$ cat src/rtl/cp0_reg_pkg.sv
// Shared CP0 definitions: exception codes, register numbers, field positions
// and MTC0 write masks.
package cp0_reg_pkg;

  localparam logic [4:0] EXC_CODE_INT   = 5'd0;
  localparam logic [4:0] EXC_CODE_MOD   = 5'd1;
  localparam logic [4:0] EXC_CODE_TLBL  = 5'd2;
  localparam logic [4:0] EXC_CODE_TLBS  = 5'd3;
  localparam logic [4:0] EXC_CODE_ADEL  = 5'd4;
  localparam logic [4:0] EXC_CODE_ADES  = 5'd5;
  localparam logic [4:0] EXC_CODE_SYS   = 5'd8;
  localparam logic [4:0] EXC_CODE_BP    = 5'd9;
  localparam logic [4:0] EXC_CODE_RI    = 5'd10;
  localparam logic [4:0] EXC_CODE_OV    = 5'd12;
  localparam logic [4:0] EXC_CODE_TR    = 5'd13;
  localparam logic [4:0] EXC_CODE_ERET  = 5'h1e;
  localparam logic [4:0] EXC_CODE_NOEXC = 5'h1f;

  localparam logic [4:0] CP0_REG_BADVADDR = 5'd8;
  localparam logic [4:0] CP0_REG_COUNT    = 5'd9;
  localparam logic [4:0] CP0_REG_COMPARE  = 5'd11;
  localparam logic [4:0] CP0_REG_STATUS   = 5'd12;
  localparam logic [4:0] CP0_REG_CAUSE    = 5'd13;
  localparam logic [4:0] CP0_REG_EPC      = 5'd14;
  localparam logic [4:0] CP0_REG_PRID     = 5'd15;
  localparam logic [4:0] CP0_REG_EBASE    = 5'd15;
  localparam logic [4:0] CP0_REG_CONFIG   = 5'd16;

  localparam logic [2:0] CP0_SEL_EBASE = 3'd1;

  localparam int STATUS_BEV_BIT = 22;
  localparam int STATUS_EXL_BIT = 1;
  localparam int STATUS_IE_BIT  = 0;
  localparam int CAUSE_BD_BIT   = 31;
  localparam int CAUSE_IP_HI    = 15;
  localparam int CAUSE_IP_LO    = 8;
  localparam int CAUSE_EXC_HI   = 6;
  localparam int CAUSE_EXC_LO   = 2;

  localparam logic [31:0] STATUS_RESET = 32'h0040_0000;
  localparam logic [31:0] STATUS_WMASK = 32'h0040_FF03;
  localparam logic [31:0] CAUSE_WMASK  = 32'h0000_0300;
  localparam logic [31:0] EBASE_WMASK  = 32'h3FFF_F000;

  // Exceptions that report a faulting address through BadVAddr.
  function automatic logic is_addr_fault(input logic [4:0] code);
    return (code == EXC_CODE_ADEL) || (code == EXC_CODE_ADES) ||
           (code == EXC_CODE_TLBL) || (code == EXC_CODE_TLBS) ||
           (code == EXC_CODE_MOD);
  endfunction

  function automatic logic [31:0] masked_write(input logic [31:0] old_val,
                                               input logic [31:0] new_val,
                                               input logic [31:0] mask);
    return (old_val & ~mask) | (new_val & mask);
  endfunction

endpackage

$ cat src/rtl/cp0_reg_timer.sv
// Count/Compare timer: Count advances every second cycle, a non-zero Compare
// match raises a sticky interrupt that only a Compare write clears.
module cp0_timer (
  input  logic        clk,
  input  logic        rst,
  input  logic        count_we_i,
  input  logic        compare_we_i,
  input  logic [31:0] data_i,
  output logic [31:0] count_o,
  output logic [31:0] compare_o,
  output logic        timer_int_o
);

  logic        tick_q;
  logic [31:0] count_q, count_d;
  logic [31:0] compare_q, compare_d;
  logic        timer_int_q, timer_int_d;

  always_comb begin
    count_d     = count_we_i ? data_i : count_q + {31'd0, tick_q};
    compare_d   = compare_we_i ? data_i : compare_q;
    timer_int_d = timer_int_q;
    if (compare_we_i) begin
      timer_int_d = 1'b0;
    end else if ((count_q == compare_q) && (compare_q != 32'd0)) begin
      timer_int_d = 1'b1;
    end
  end

  // NOTE: state registers use non-blocking assignments so every flop samples
  // the pre-edge value of its neighbours, independent of statement order.
  always_ff @(posedge clk or posedge rst) begin
    if (rst) begin
      tick_q      <= 1'b0;
      count_q     <= 32'd0;
      compare_q   <= 32'd0;
      timer_int_q <= 1'b0;
    end else begin
      tick_q      <= ~tick_q;
      count_q     <= count_d;
      compare_q   <= compare_d;
      timer_int_q <= timer_int_d;
    end
  end

  assign count_o     = count_q;
  assign compare_o   = compare_q;
  assign timer_int_o = timer_int_q;

endmodule

$ cat src/rtl/cp0_reg.sv
// Coprocessor-0 register file: commits MEM-stage exceptions, services
// MTC0/MFC0 and feeds Status/Cause/EPC/EBase back to exception detection.
module cp0_reg
  import cp0_reg_pkg::*;
#(
  parameter logic [31:0] PRID_VALUE   = 32'h0001_8000,
  parameter logic [31:0] CONFIG_VALUE = 32'h8000_0000,
  parameter logic [31:0] EBASE_RESET  = 32'h8000_0000
) (
  input  logic        clk,
  input  logic        rst,
  input  logic        we_i,
  input  logic [4:0]  waddr_i,
  input  logic [2:0]  wsel_i,
  input  logic [4:0]  raddr_i,
  input  logic [2:0]  rsel_i,
  input  logic [31:0] data_i,
  input  logic [5:0]  int_i,
  input  logic [4:0]  except_type_i,
  input  logic [31:0] pc_i,
  input  logic        in_delayslot_i,
  input  logic [31:0] badvaddr_i,
  output logic [31:0] data_o,
  output logic [31:0] status_o,
  output logic [31:0] cause_o,
  output logic [31:0] epc_o,
  output logic [31:0] ebase_o,
  output logic [31:0] count_o,
  output logic [31:0] compare_o,
  output logic [31:0] badvaddr_o,
  output logic        timer_int_o
);

  logic [31:0] status_q, status_d;
  logic [31:0] cause_q, cause_d;
  logic [31:0] epc_q, epc_d;
  logic [31:0] ebase_q, ebase_d;
  logic [31:0] badvaddr_q, badvaddr_d;

  logic is_eret, exc_commit, mtc0_en;
  logic wr_count, wr_compare, wr_status, wr_cause, wr_epc, wr_ebase;

  // Any exception or ERET flushes the writing instruction, so its MTC0 is dropped.
  assign is_eret    = (except_type_i == EXC_CODE_ERET);
  assign exc_commit = (except_type_i != EXC_CODE_NOEXC) && !is_eret;
  assign mtc0_en    = we_i && (except_type_i == EXC_CODE_NOEXC);

  assign wr_count   = mtc0_en && (waddr_i == CP0_REG_COUNT)   && (wsel_i == 3'd0);
  assign wr_compare = mtc0_en && (waddr_i == CP0_REG_COMPARE) && (wsel_i == 3'd0);
  assign wr_status  = mtc0_en && (waddr_i == CP0_REG_STATUS)  && (wsel_i == 3'd0);
  assign wr_cause   = mtc0_en && (waddr_i == CP0_REG_CAUSE)   && (wsel_i == 3'd0);
  assign wr_epc     = mtc0_en && (waddr_i == CP0_REG_EPC)     && (wsel_i == 3'd0);
  assign wr_ebase   = mtc0_en && (waddr_i == CP0_REG_EBASE)   && (wsel_i == CP0_SEL_EBASE);

  cp0_timer u_timer (
    .clk          (clk),
    .rst          (rst),
    .count_we_i   (wr_count),
    .compare_we_i (wr_compare),
    .data_i       (data_i),
    .count_o      (count_o),
    .compare_o    (compare_o),
    .timer_int_o  (timer_int_o)
  );

  // NOTE: each next-state value starts from its current register so no path
  // through the block leaves it unassigned, which would infer a latch.
  always_comb begin
    status_d   = status_q;
    cause_d    = cause_q;
    epc_d      = epc_q;
    ebase_d    = ebase_q;
    badvaddr_d = badvaddr_q;

    cause_d[CAUSE_IP_HI:CAUSE_IP_LO+2] = {int_i[5] | timer_int_o, int_i[4:0]};

    if (wr_status) status_d = masked_write(status_q, data_i, STATUS_WMASK);
    if (wr_cause)  cause_d  = masked_write(cause_d, data_i, CAUSE_WMASK);
    if (wr_epc)    epc_d    = data_i;
    if (wr_ebase)  ebase_d  = masked_write(ebase_q, data_i, EBASE_WMASK);

    if (exc_commit) begin
      // A nested exception keeps the original return point.
      if (!status_q[STATUS_EXL_BIT]) begin
        epc_d                 = in_delayslot_i ? pc_i - 32'd4 : pc_i;
        cause_d[CAUSE_BD_BIT] = in_delayslot_i;
      end
      status_d[STATUS_EXL_BIT]         = 1'b1;
      cause_d[CAUSE_EXC_HI:CAUSE_EXC_LO] = except_type_i;
      if (is_addr_fault(except_type_i)) badvaddr_d = badvaddr_i;
    end else if (is_eret) begin
      status_d[STATUS_EXL_BIT] = 1'b0;
    end
  end

  always_ff @(posedge clk or posedge rst) begin
    if (rst) begin
      status_q   <= STATUS_RESET;
      cause_q    <= 32'd0;
      epc_q      <= 32'd0;
      ebase_q    <= EBASE_RESET;
      badvaddr_q <= 32'd0;
    end else begin
      status_q   <= status_d;
      cause_q    <= cause_d;
      epc_q      <= epc_d;
      ebase_q    <= ebase_d;
      badvaddr_q <= badvaddr_d;
    end
  end

  // Registered values only; the pipeline resolves MTC0->MFC0 hazards.
  always_comb begin
    data_o = 32'd0;
    unique case ({raddr_i, rsel_i})
      {CP0_REG_BADVADDR, 3'd0}:        data_o = badvaddr_q;
      {CP0_REG_COUNT, 3'd0}:           data_o = count_o;
      {CP0_REG_COMPARE, 3'd0}:         data_o = compare_o;
      {CP0_REG_STATUS, 3'd0}:          data_o = status_q;
      {CP0_REG_CAUSE, 3'd0}:           data_o = cause_q;
      {CP0_REG_EPC, 3'd0}:             data_o = epc_q;
      {CP0_REG_PRID, 3'd0}:            data_o = PRID_VALUE;
      {CP0_REG_EBASE, CP0_SEL_EBASE}:  data_o = ebase_q;
      {CP0_REG_CONFIG, 3'd0}:          data_o = CONFIG_VALUE;
      default:                         data_o = 32'd0;
    endcase
  end

  assign status_o   = status_q;
  assign cause_o    = cause_q;
  assign epc_o      = epc_q;
  assign ebase_o    = ebase_q;
  assign badvaddr_o = badvaddr_q;

endmodule

$ cat config.mk
export PLATFORM = sky130hd
export DESIGN_NAME = cp0_reg
export DESIGN_NICKNAME = d
export VERILOG_FILES = /design/src/rtl/cp0_reg_pkg.sv /design/src/rtl/cp0_reg_timer.sv /design/src/rtl/cp0_reg.sv
export SDC_FILE = /design/constraint.sdc
export NUM_CORES = 1
export LEC_CHECK = 0
export ABC_AREA = 1
export CAP_MARGIN = 20
export CORE_MARGIN = 5
export CORE_UTILIZATION = 46
export CTS_BUF_LIST = sky130_fd_sc_hd__clkbuf_4 sky130_fd_sc_hd__clkbuf_8 sky130_fd_sc_hd__clkbuf_16
export CTS_CLUSTER_SIZE = 30
export DETAILED_ROUTE_END_ITERATION = 16
export PLACE_DENSITY_LB_ADDON = 0.25
export SYNTH_ARGS = -nofsm -noshare
export SYNTH_HDL_FRONTEND = slang
export SYNTH_SLANG_ARGS = --single-unit
$ cat constraint.sdc
create_clock -name clk -period 6.7 [get_ports clk]
set_clock_uncertainty 0.1 [all_clocks]
set_input_delay 1.34 -clock clk [delete_from_list [all_inputs] [get_ports clk]]
set_output_delay 1.34 -clock clk [all_outputs]
set_load 0.02 [all_outputs]
# After elaboration in Yosys (flattened, before gate mapping)
# Cells that the tools add are included.
[totals]
reg_bits = 226
in_bits = 127
word_cells = 85
[op_classes]
n_reduce_logical = 26
bitwise_logic = 5
n_addsub = 2
mux = 15
n_eq_ne = 25
[op_table]
columns = ["operator", "n"]
rows = [
  ["32-bit case mux with 9 select lines", 1],
  ["32-bit two-way mux", 6],
  ["8-bit by 7-bit == test with 1-bit output (second input constant)", 8],
  ["32-bit by 1-bit adder with 32-bit output", 1],
  ["32-bit == test", 1],
  ["32-bit by 10-bit OR with 32-bit output", 1],
  ["32-bit by 23-bit OR with 32-bit output", 1],
  ["32-bit by 30-bit OR with 32-bit output", 1],
  ["32-bit nonzero test", 1],
  ["32-bit by 3-bit subtractor with 32-bit output (second input constant)", 1],
  ["5-bit by 4-bit == test with 1-bit output (second input constant)", 6],
  ["1-bit logical AND", 15],
  ["5-bit by 2-bit == test with 1-bit output (second input constant)", 2],
  ["5-bit by 3-bit == test with 1-bit output (second input constant)", 2],
  ["5-bit == test (second input constant)", 2],
  ["8-bit == test (second input constant)", 1],
  ["1-bit two-way mux", 6],
  ["5-bit by 1-bit == test with 1-bit output (second input constant)", 1],
  ["5-bit two-way mux", 1],
  ["5-bit inequality test (second input constant)", 1],
  ["1-bit logical OR", 4],
  ["2-bit nonzero test", 2],
  ["3-bit by 1-bit == test with 1-bit output (second input constant)", 1],
  ["3-bit logical NOT", 1],
  ["other kinds (6)", 6],
]

# Longest topological paths before layout
# Gate-level depths: netlist (run 1).
[depth]
depth_word = 7
ltp_mapped = 13
mapped_depth_nobuf = 13

# By module
# A second synthesis (run 1) with hierarchy kept.
[unflattened]
cells_unflattened = 1526
area_unflattened_um2 = 10835.4
[by_module_without_submodules]
columns = ["module", "seq_area_each_um2", "cells_each", "area_each_um2", "instances"]
rows = [
  ["cp0_reg", 2678.8, 987, 6921.6, 1],
  ["cp0_timer", 1651.6, 539, 3913.8, 1],
]

# Worst setup path after synthesis (run 1)
# OpenSTA, ideal clock, no wires.
[synth_timing]
path_kind = "input port to output port"
start = "in rsel_i[2]"
end = "out data_o[30]"
required_ps = 5260
path_stages = 8
slack_ps = 2791
path_buffers = 1
arrival_ps = 2469
path_cell_list = "nor2_1 > nand2_1 > nor2_1 > nand2_1 > inv_1 > buf_2 > nand2_1 > o2111ai_1"
[synth_between]
elab_chain_len = 2
elab_cells_between_ends = 10
classes_between = "eq/ne (9); mux (1)"
[synth_rtl]
columns = ["item", "line", "text"]
rows = [
  ["start, declared", "cp0_reg.sv:16", "input logic [2:0] rsel_i,"],
  ["8-bit == test / 8-bit by 7-bit == test with 1-bit output (equally long branches)", "cp0_reg.sv:115", "unique case ({raddr_i, rsel_i})"],
  ["32-bit case mux with 9 select lines (*)", "cp0_reg.sv:115", ""],
  ["end, declared", "cp0_reg.sv:23", "output logic [31:0] data_o,"],
]
# Every way passes the cells marked *; elsewhere a longest branch is shown, timed or not.

# Worst setup path in the final report (run 1)
[layout_timing]
start = "in rsel_i[2]"
end = "out data_o[0]"
# Same word-level chain as after synthesis.

==> results summary, run 1 <==
The run finished with clean final reports. The initial cell density of the core is a little under half. The power per cell area is about 200 mW/mm^2.

On the worst path, the slowest cell contributes a delay of 660 ps. The number of setup buffers added after CTS is 0. The number of instances in the synthesized netlist is around 1500. The number of antenna violations at the first check in global routing came to 2. By startpoint and endpoint, the worst setup path is classified as input port to output port. In this run the most critical hold path is launched from u_timer.tick_q. The sort of element at the start of the critical path is an input port. The layout overhead on the synthesized area is 35.59%. The number of rows created at floorplan came out at 56. The half-perimeter wire length after detailed placement came out at 37.73 mm.

The max-slew violation count was 0. TritonCTS built the clock tree. The routed via count divided by cell count is around 5.4.

Entering global routing, the biggest net connects around 170 pins. The final layout contains routed wiring with a total length of approximately 48 mm. The number of stages on the worst hold path came out at 1.

The worst reg-to-reg setup slack came out at 4300 ps. The later pin in the worst-skew pair is clocked with a latency of 450 ps. The fraction of the yosys area taken by sequential cells came out at 39.86%.

For this run, the post-layout net count is 1935. Setup repair after global routing left no endpoint under its margin. For this block, the initial DRC count from the detailed router was approximately 1300. For hold timing, the worst endpoint is u_timer.tick_q. In this run, post-CTS repair resized a total of 0 instances. The endpoint identified for the worst register-to-register timing path is u_timer.count_o[20]. The final-layout setup total negative slack is 0 ps.

The dominant cell type by count on the critical path is sky130_fd_sc_hd__nand2_1. The die outline height came out at 163.7 um. The post-route worst setup slack is 849.9 ps. The total track usage came out at 35.23%. The top cell type's share of synthesized area is between 30% and 40%.

The number of enable-type register cells in the synthesized netlist came out at 0. The total count of hold-check failures in the final report is 0. The async set-reset flop share out of synthesis came out at 100.0%. The number of sinks driven by the clock tree is 173. The final antenna-violating net count is 0. The detailed-router iteration count before antenna repair came out at 6.

The adder-cell area share of the yosys netlist came out at 0.3455%. The final critical-path required period is 5850 ps. The average wire per cell in the routed design came out at 22.45 um. The number of CTS-inserted buffers is 17.

The I/O pin total came out at 384. In this run the horizontal extent of the chip is 163.7 um. The via count came out at 11521. The biggest area consumer among synthesized cells is sky130_fd_sc_hd__dfrtp_1. The worst slack at placement came out at just under 900 ps.

The post-route DRC violation count came out at 0. The first global-routing pass estimated 69.62 mm of wire. The layer flagged by global routing as most heavily used is met2.

The slew at the pin with the worst max-slew slack came out at ~1100 ps. Traced cell by cell, the critical path runs through clkdlybuf4s50_1, nor2_1, nand2_1, nor2_1, nand2_1, inv_1, nand2_1, nand2_1, a21oi_1, o211ai_1, clkdlybuf4s50_1. After layout, the worst path uses between 80 and 90% of the clock period. The floorplan step defined a core boundary enclosing roughly 0.023 sq mm. In the synthesized netlist the dominant register cell turns out to be sky130_fd_sc_hd__dfrtp_1. The data arrival time of the critical path is 4410 ps. The count of cell types in the netlist is 51.

The count of warnings emitted by yosys is 0. The slowest stage of the critical path belongs to the cell sky130_fd_sc_hd__clkdlybuf4s50_1. The routability-driven placement congestion ratio came out at 0.9838.

Summing the areas of all xor and xnor instances in the mapped netlist gives 2.822% of the synthesized area. The deepest clock path buffer count is 2. The length in cells of the worst reg-to-reg path came out at 9. Global routing used 53.55% of the available met2 tracks. The number of buffer and inverter stages on the critical path came out at 3. After filler insertion, the fill cell instance count of the layout stands at 2135. The post-synthesis area per instance is 7.272 sq um.

The total of endpoints with negative setup slack in the final report came out at 0. The overall die area is 0.02679 sq mm. The number of global-route vias before repair came to 11094. Across the VDD grid, the largest voltage drop is between 0.15 and 0.2 mV. The tool flagged a number of max-cap violations equal to 0. The maximum level of the CTS H-tree came out at 4. The worst setup path is captured at an output port. The multiplexer fraction of the synthesized cell area came out at under 10%. The synthesized-area fraction occupied by and/or/nand/nor cells is between 20% and 30%. The number of buffers inserted by hold repair at cts came out at 0.

Of the cells placed in the final design, the portion with a size suffix greater than 1 is about 5.9%. At the worst endpoint, the required time is 5260 ps. The clock-pin slew on the worst setup and hold paths came out at 70 ps. The synthesized cell area is 0.01086 sq mm.

Yosys attributes the largest share of cell area to sky130_fd_sc_hd__dfrtp_1 (40%), sky130_fd_sc_hd__nand2_1 (14%), sky130_fd_sc_hd__inv_1 (6.7%). CTS placed an instance of sky130_fd_sc_hd__clkbuf_16 at the clock tree root. The launching point of the worst reg2reg path is u_timer.count_o[0]. The fraction of met3 tracks used by global routing is 9.437%. The synthesized netlist devotes 12.39% of its cell area to compound gates. The utilization after layout is 63.13%.

The highest achievable clock rate is ~170 MHz. The static leakage is 6.765 nW. Global routing finished with a remaining overflow of 0. Along the worst path, the maximum fanout reaches 25.

The number of port buffers came out at 330. Headroom to the max-slew limit came out at between 20% and 30%. In this run the worst hold path is classified as flip-flop to flip-flop. The dominant combinational cell family by area after synthesis is simple AND/OR/NAND/NOR gates.

The family of cells with the greatest summed delay on the critical path is buffers and inverters. The number of storage elements in the synthesis netlist is 173. The met1 capacity usage during global routing came out at about 48%.
[flip-flops by register name, indices dropped and copies added (netlist names)]
name                 flops
epc_o                   32
u_timer.tick_q           1
badvaddr_o              32
cause_o                 14
u_timer.timer_int_o      1
ebase_o                 18
status_o                11
u_timer.count_o         32
u_timer.compare_o       32
[where the power goes]
part,switching (mW),internal (mW),total [mW]
Combinational,0.393,0.305,0.698
Sequential,0.101,1.13,1.23
Clock,0.508,0.540,1.05
[synthesized netlist by cell type (3+ instances only)]
master	instances
sky130_fd_sc_hd__o211ai_1	10
sky130_fd_sc_hd__o21ai_2	10
sky130_fd_sc_hd__or2_2	3
sky130_fd_sc_hd__buf_4	55
sky130_fd_sc_hd__nor3_2	3
sky130_fd_sc_hd__nand2_1	419
sky130_fd_sc_hd__nand4_1	17
sky130_fd_sc_hd__xor2_1	19
sky130_fd_sc_hd__a211oi_1	9
sky130_fd_sc_hd__buf_2	12
sky130_fd_sc_hd__inv_2	3
sky130_fd_sc_hd__nor3_1	40
sky130_fd_sc_hd__ha_1	3
sky130_fd_sc_hd__nor2_2	4
sky130_fd_sc_hd__o21ai_0	69
sky130_fd_sc_hd__nor2_1	141
sky130_fd_sc_hd__inv_1	194
sky130_fd_sc_hd__nand3_1	69
sky130_fd_sc_hd__nand3_2	4
sky130_fd_sc_hd__xnor2_1	16
sky130_fd_sc_hd__mux2_2	26
sky130_fd_sc_hd__nand3b_1	4
sky130_fd_sc_hd__dfrtp_1	172
sky130_fd_sc_hd__o22ai_1	24
sky130_fd_sc_hd__buf_6	15
sky130_fd_sc_hd__o21ai_1	43
sky130_fd_sc_hd__a21oi_1	70
sky130_fd_sc_hd__clkbuf_1	10
[kinds of logic after synthesis]
| kind of cell | count (synthesis) |
|---|---|
| DFF | 173 |
| adders and majority gates | 3 |
| muxes | 26 |
| buffers and inverters | 293 |
| other | 2 |
| xor gates and xnor gates | 35 |
| AOI/OAI and AO/OA | 242 |
| and+or+nand+nor | 720 |
[how the worst max path moves through the flow]
stage	startpoint	to	slack, ps	depth (start not counted)
after floorplan	rst	badvaddr_o[0]	570	1
after global placement	rsel_i[2]	data_o[0]	840	11
after detailed placement	rsel_i[2]	data_o[0]	870	11
after CTS	rsel_i[2]	data_o[0]	860	11
after global routing	rsel_i[2]	data_o[0]	650	11
final	rsel_i[2]	data_o[0]	850	11
[cell type report]
class | count | area, sq um | area share [%]
multi-input combinational | 1079 | 5295 | 35.95
timing repair buffer | 336 | 3364 | 22.84
inverter | 198 | 748.2 | 5.079
clock buffer | 18 | 439.2 | 2.981
sequential | 173 | 4330 | 29.40
clock inverter | 14 | 151.4 | 1.028
tap | 319 | 399.1 | 2.710
antenna | 1 | 2.502 | 0.01699
[cells in the final DEF (no fill, tap or decap), drive strengths merged, types with 18 or more instances in the layout]
| cell | count |
|---|---|
| a21oi | 70 |
| o22ai | 24 |
| mux2 | 26 |
| nor2 | 148 |
| dfrtp | 172 |
| nor3 | 43 |
| nand4 | 19 |
| o21ai | 122 |
| conb | 53 |
| clkbuf | 18 |
| inv | 205 |
| clkdlybuf4s50 | 330 |
| nand3 | 74 |
| xor2 | 19 |
| nand2 | 422 |
[per-layer routing]
metal | vias up | routed length [um] | part of all wire, %
li1 | 5327 | - | -
met1 | 5422 | 19490 | 41
met2 | 666 | 21600 | 45
met3 | 104 | 5060 | 11
met4 | 2 | 1838 | 3.8
met5 | - | 7 | 0.015
[worst register-to-register path: cells and delay by family, from the launching register on]
kind,cells,cell delay [ps]
simple gates,6,1160
flops,1,460
fa+ha+maj,2,430
compound gates,1,110
[stage by stage]
stage | area (sq um) | std cells | power (mW) | hold slack, ps
after global routing | 14730 | 2138 | 3.082 | 345.7
after CTS | 14720 | 2136 | 2.976 | 334.1
final | 14730 | 2138 | 2.980 | 339.7
after detailed placement | 14130 | 2104 | 1.940 | 318.2
after floorplan | 11060 | 1545 | 1.569 | 298.2
after global placement | 14130 | 2104 | 1.936 | 311.3
No activity file was read; power rests on OpenSTA's default activity.
==> inputs of run 2 (changes only) <==
--- a/config.mk
+++ b/config.mk
@@ -8,7 +8,7 @@
 export ABC_AREA = 1
 export CAP_MARGIN = 20
 export CORE_MARGIN = 5
-export CORE_UTILIZATION = 46
+export CORE_UTILIZATION = 50
 export CTS_BUF_LIST = sky130_fd_sc_hd__clkbuf_4 sky130_fd_sc_hd__clkbuf_8 sky130_fd_sc_hd__clkbuf_16
 export CTS_CLUSTER_SIZE = 30
 export DETAILED_ROUTE_END_ITERATION = 16
==> constraint.sdc (replaced) <==
create_clock -name clk -period 7 [get_ports clk]
set_clock_uncertainty 0.1 [all_clocks]
set_input_delay 1.4 -clock clk [delete_from_list [all_inputs] [get_ports clk]]
set_output_delay 1.4 -clock clk [all_outputs]
set_load 0.02 [all_outputs]
==> results summary, run 2 (synthesis gave the netlist of run 1 again) <==
Result of the run: finished clean (unchanged). Setup repair after global routing missed its margin: false (unchanged). The number of max-cap violations is 0 (unchanged).

The total detailed-routing wirelength is 47.07 mm (was 47.99 mm). The via count came out at 11762 (was 11521). The overall die area is 0.02478 sq mm (was 0.02679 sq mm).

The quantity of gates resized following cts is 0 (unchanged). The peak fanout along the critical path is 25 (unchanged). The buffer type at the clock tree root is sky130_fd_sc_hd__clkbuf_16 (unchanged). The post-route DRC violation count came out at 0 (unchanged). The worst hold slack is 363.7 ps (was 339.7 ps).

The total setup buffers inserted after CTS came to 0 (unchanged). The maximum number of pins on one net before global-route repair came out at 65 (was 174). The most common cell after layout, fill and taps aside is sky130_fd_sc_hd__nand2_1 (unchanged). The kind of end point of the critical path is an output port (unchanged). The detailed-router iteration count before antenna repair is 7 (was 6). The total track usage is 36.87% (was 35.23%). The number of stages on the worst hold path was 1 (unchanged). The slew at the pin with the worst max-slew slack came to 1124 ps (was 1057 ps). The average wire per cell in the routed design is 22.42 um (was 22.45 um).

The launching point of the worst reg2reg path is u_timer.count_o[0] (unchanged). The initial detailed-routing violation count was 1334 (was 1342). The deepest clock path buffer count is 2 (unchanged). The power per cell area is 192.5 mW/mm^2 (was 202.3 mW/mm^2). The total of endpoints with negative setup slack in the final report is 0 (unchanged). The number of buffers inserted by hold repair at cts was 0 (unchanged). The aggregate global routing overflow is 0 (unchanged). After layout, the minimum clock period comes to 5971 ps. The worst slack at placement came out at 1115 ps (was 868.8 ps). The number of port buffers came out at 330 (unchanged).

The final antenna-violating net count came out at 0 (unchanged). The number of antenna violations at the first check in global routing is 4 (was 2). The number of rows created at floorplan is 54 (was 56). The hold-critical path endpoint was u_timer.tick_q (unchanged). The required arrival time at the worst endpoint is 5500 ps (was 5260 ps).

The length in cells of the worst reg-to-reg path is 10 (was 9). The number of CTS-inserted buffers is 17 (unchanged). The routability-driven placement congestion ratio came out at 1.041 (was 0.9838). After layout, the worst path uses 85.30% of the clock period. The latest clock arrival within the worst-skew pair is 450 ps (about the same). The post-route worst setup slack is 1029 ps (was 849.9 ps). The clock-pin slew on the worst setup and hold paths is 70 ps (about the same).

The I/O pin total is 384 (unchanged). The floorplan core area came out at 0.02162 sq mm (was 0.02333 sq mm). The max-slew violation count is 0 (unchanged). The maximum level of the CTS H-tree came to 4 (unchanged). The layout overhead on the synthesized area was 34.96% (was 35.59%). The die outline height is 157.4 um (was 163.7 um). The worst slew margin relative to its limit is 24.90% (was 29.34%).

The worst vdd rail ir drop is 0.1557 mV (was 0.1592 mV). The CTS tree is done (unchanged). The number of sinks driven by the clock tree is 173 (unchanged). The half-perimeter wire length after detailed placement came out at 36.97 mm (was 37.73 mm). The number of global-route vias before repair was 11001 (was 11094).

The final layout net count was 1936 (was 1935). The total count of hold-check failures in the final report is 0 (unchanged). The reg-to-reg endpoint is u_timer.count_o[18] (was u_timer.count_o[20]). The kind of critical path is input port to output port (unchanged). The first-pass GRT wire length was 67.66 mm (was 69.62 mm). The final-layout setup total negative slack came to 0 ps (unchanged). The routed via count divided by cell count came out at 5.601 (was 5.389). The static leakage is 6.765 nW (about the same). The path class of the lowest-slack min-delay path was flip-flop to flip-flop (unchanged). The die span in x is 157.4 um (was 163.7 um). The fraction of layout cells with a size suffix above 1 came to 5.937% (was 5.886%). The worst reg-to-reg setup slack was 4450 ps (was 4300 ps). The start point of the worst hold path is u_timer.tick_q (unchanged). Static timing analysis puts the maximum clock frequency at around 170 MHz.

The data arrival time of the critical path came out at 4470 ps (was 4410 ps). Most frequent cells in the layout: sky130_fd_sc_hd__nand2_1 (419), sky130_fd_sc_hd__clkdlybuf4s50_1 (330), sky130_fd_sc_hd__inv_1 (193) (unchanged). The initial cell density of the core is 50.25% (was 46.56%). The sort of element at the start of the critical path is an input port (unchanged).
[run 2: cell type report]
cell class	count	area [sq um]
antenna	1	2.502
fill	1874	6958
clock buffer	17	425.4
multi-input combinational	1079	5295
inverter	198	748.2
tap	280	350.3
sequential	173	4330
clock inverter	15	151.4
timing repair buffer	337	3359
[run 2: how the worst max path moves through the flow]
stage	from	to	slack (ps)	depth (start not counted)
floorplan	rst	badvaddr_o[0]	810	1
global placement	rsel_i[2]	data_o[0]	1060	11
detailed placement	rsel_i[2]	data_o[0]	1120	11
CTS	rsel_i[2]	data_o[0]	1110	11
global route	rsel_i[2]	data_o[0]	930	11
finish	rsel_i[2]	data_o[0]	1030	11
[run 2: critical path, cell delays in order]
cell and delay, ps:
sky130_fd_sc_hd__clkdlybuf4s50_1 430, sky130_fd_sc_hd__nor2_1 110, sky130_fd_sc_hd__nand2_1 80, sky130_fd_sc_hd__nor2_1 200, sky130_fd_sc_hd__nand2_1 690, sky130_fd_sc_hd__inv_1 570, sky130_fd_sc_hd__nand2_1 100, sky130_fd_sc_hd__nand2_1 90
sky130_fd_sc_hd__a21oi_1 40, sky130_fd_sc_hd__o211ai_1 80, sky130_fd_sc_hd__clkdlybuf4s50_1 680
[run 2: where the power goes]
| group | internal, mW | switching (mW) |
|---|---|---|
| logic | 0.292 | 0.378 |
| registers | 1.09 | 0.0993 |
| clock network | 0.504 | 0.464 |
[run 2: routing by layer]
| metal | share of wire, % | track usage (%) | wire [um] |
|---|---|---|---|
| met2 | 45 | 56.73 | 21270 |
| met3 | 12 | 10.97 | 5818 |
| met4 | 4.4 | 14.91 | 2060 |
| met1 | 38 | 48.98 | 17910 |
| met5 | 0.025 | 0 | 12 |
[run 2: through the flow]
stage	instances	area [sq um]	total power [mW]	utilization, %
CTS	2098	14650	2.812	67.75
global placement	2066	14070	1.850	65.09
global route	2100	14660	2.913	67.82
detailed placement	2066	14070	1.857	65.09
finish	2100	14660	2.822	67.82
floorplan	1545	11060	1.502	-
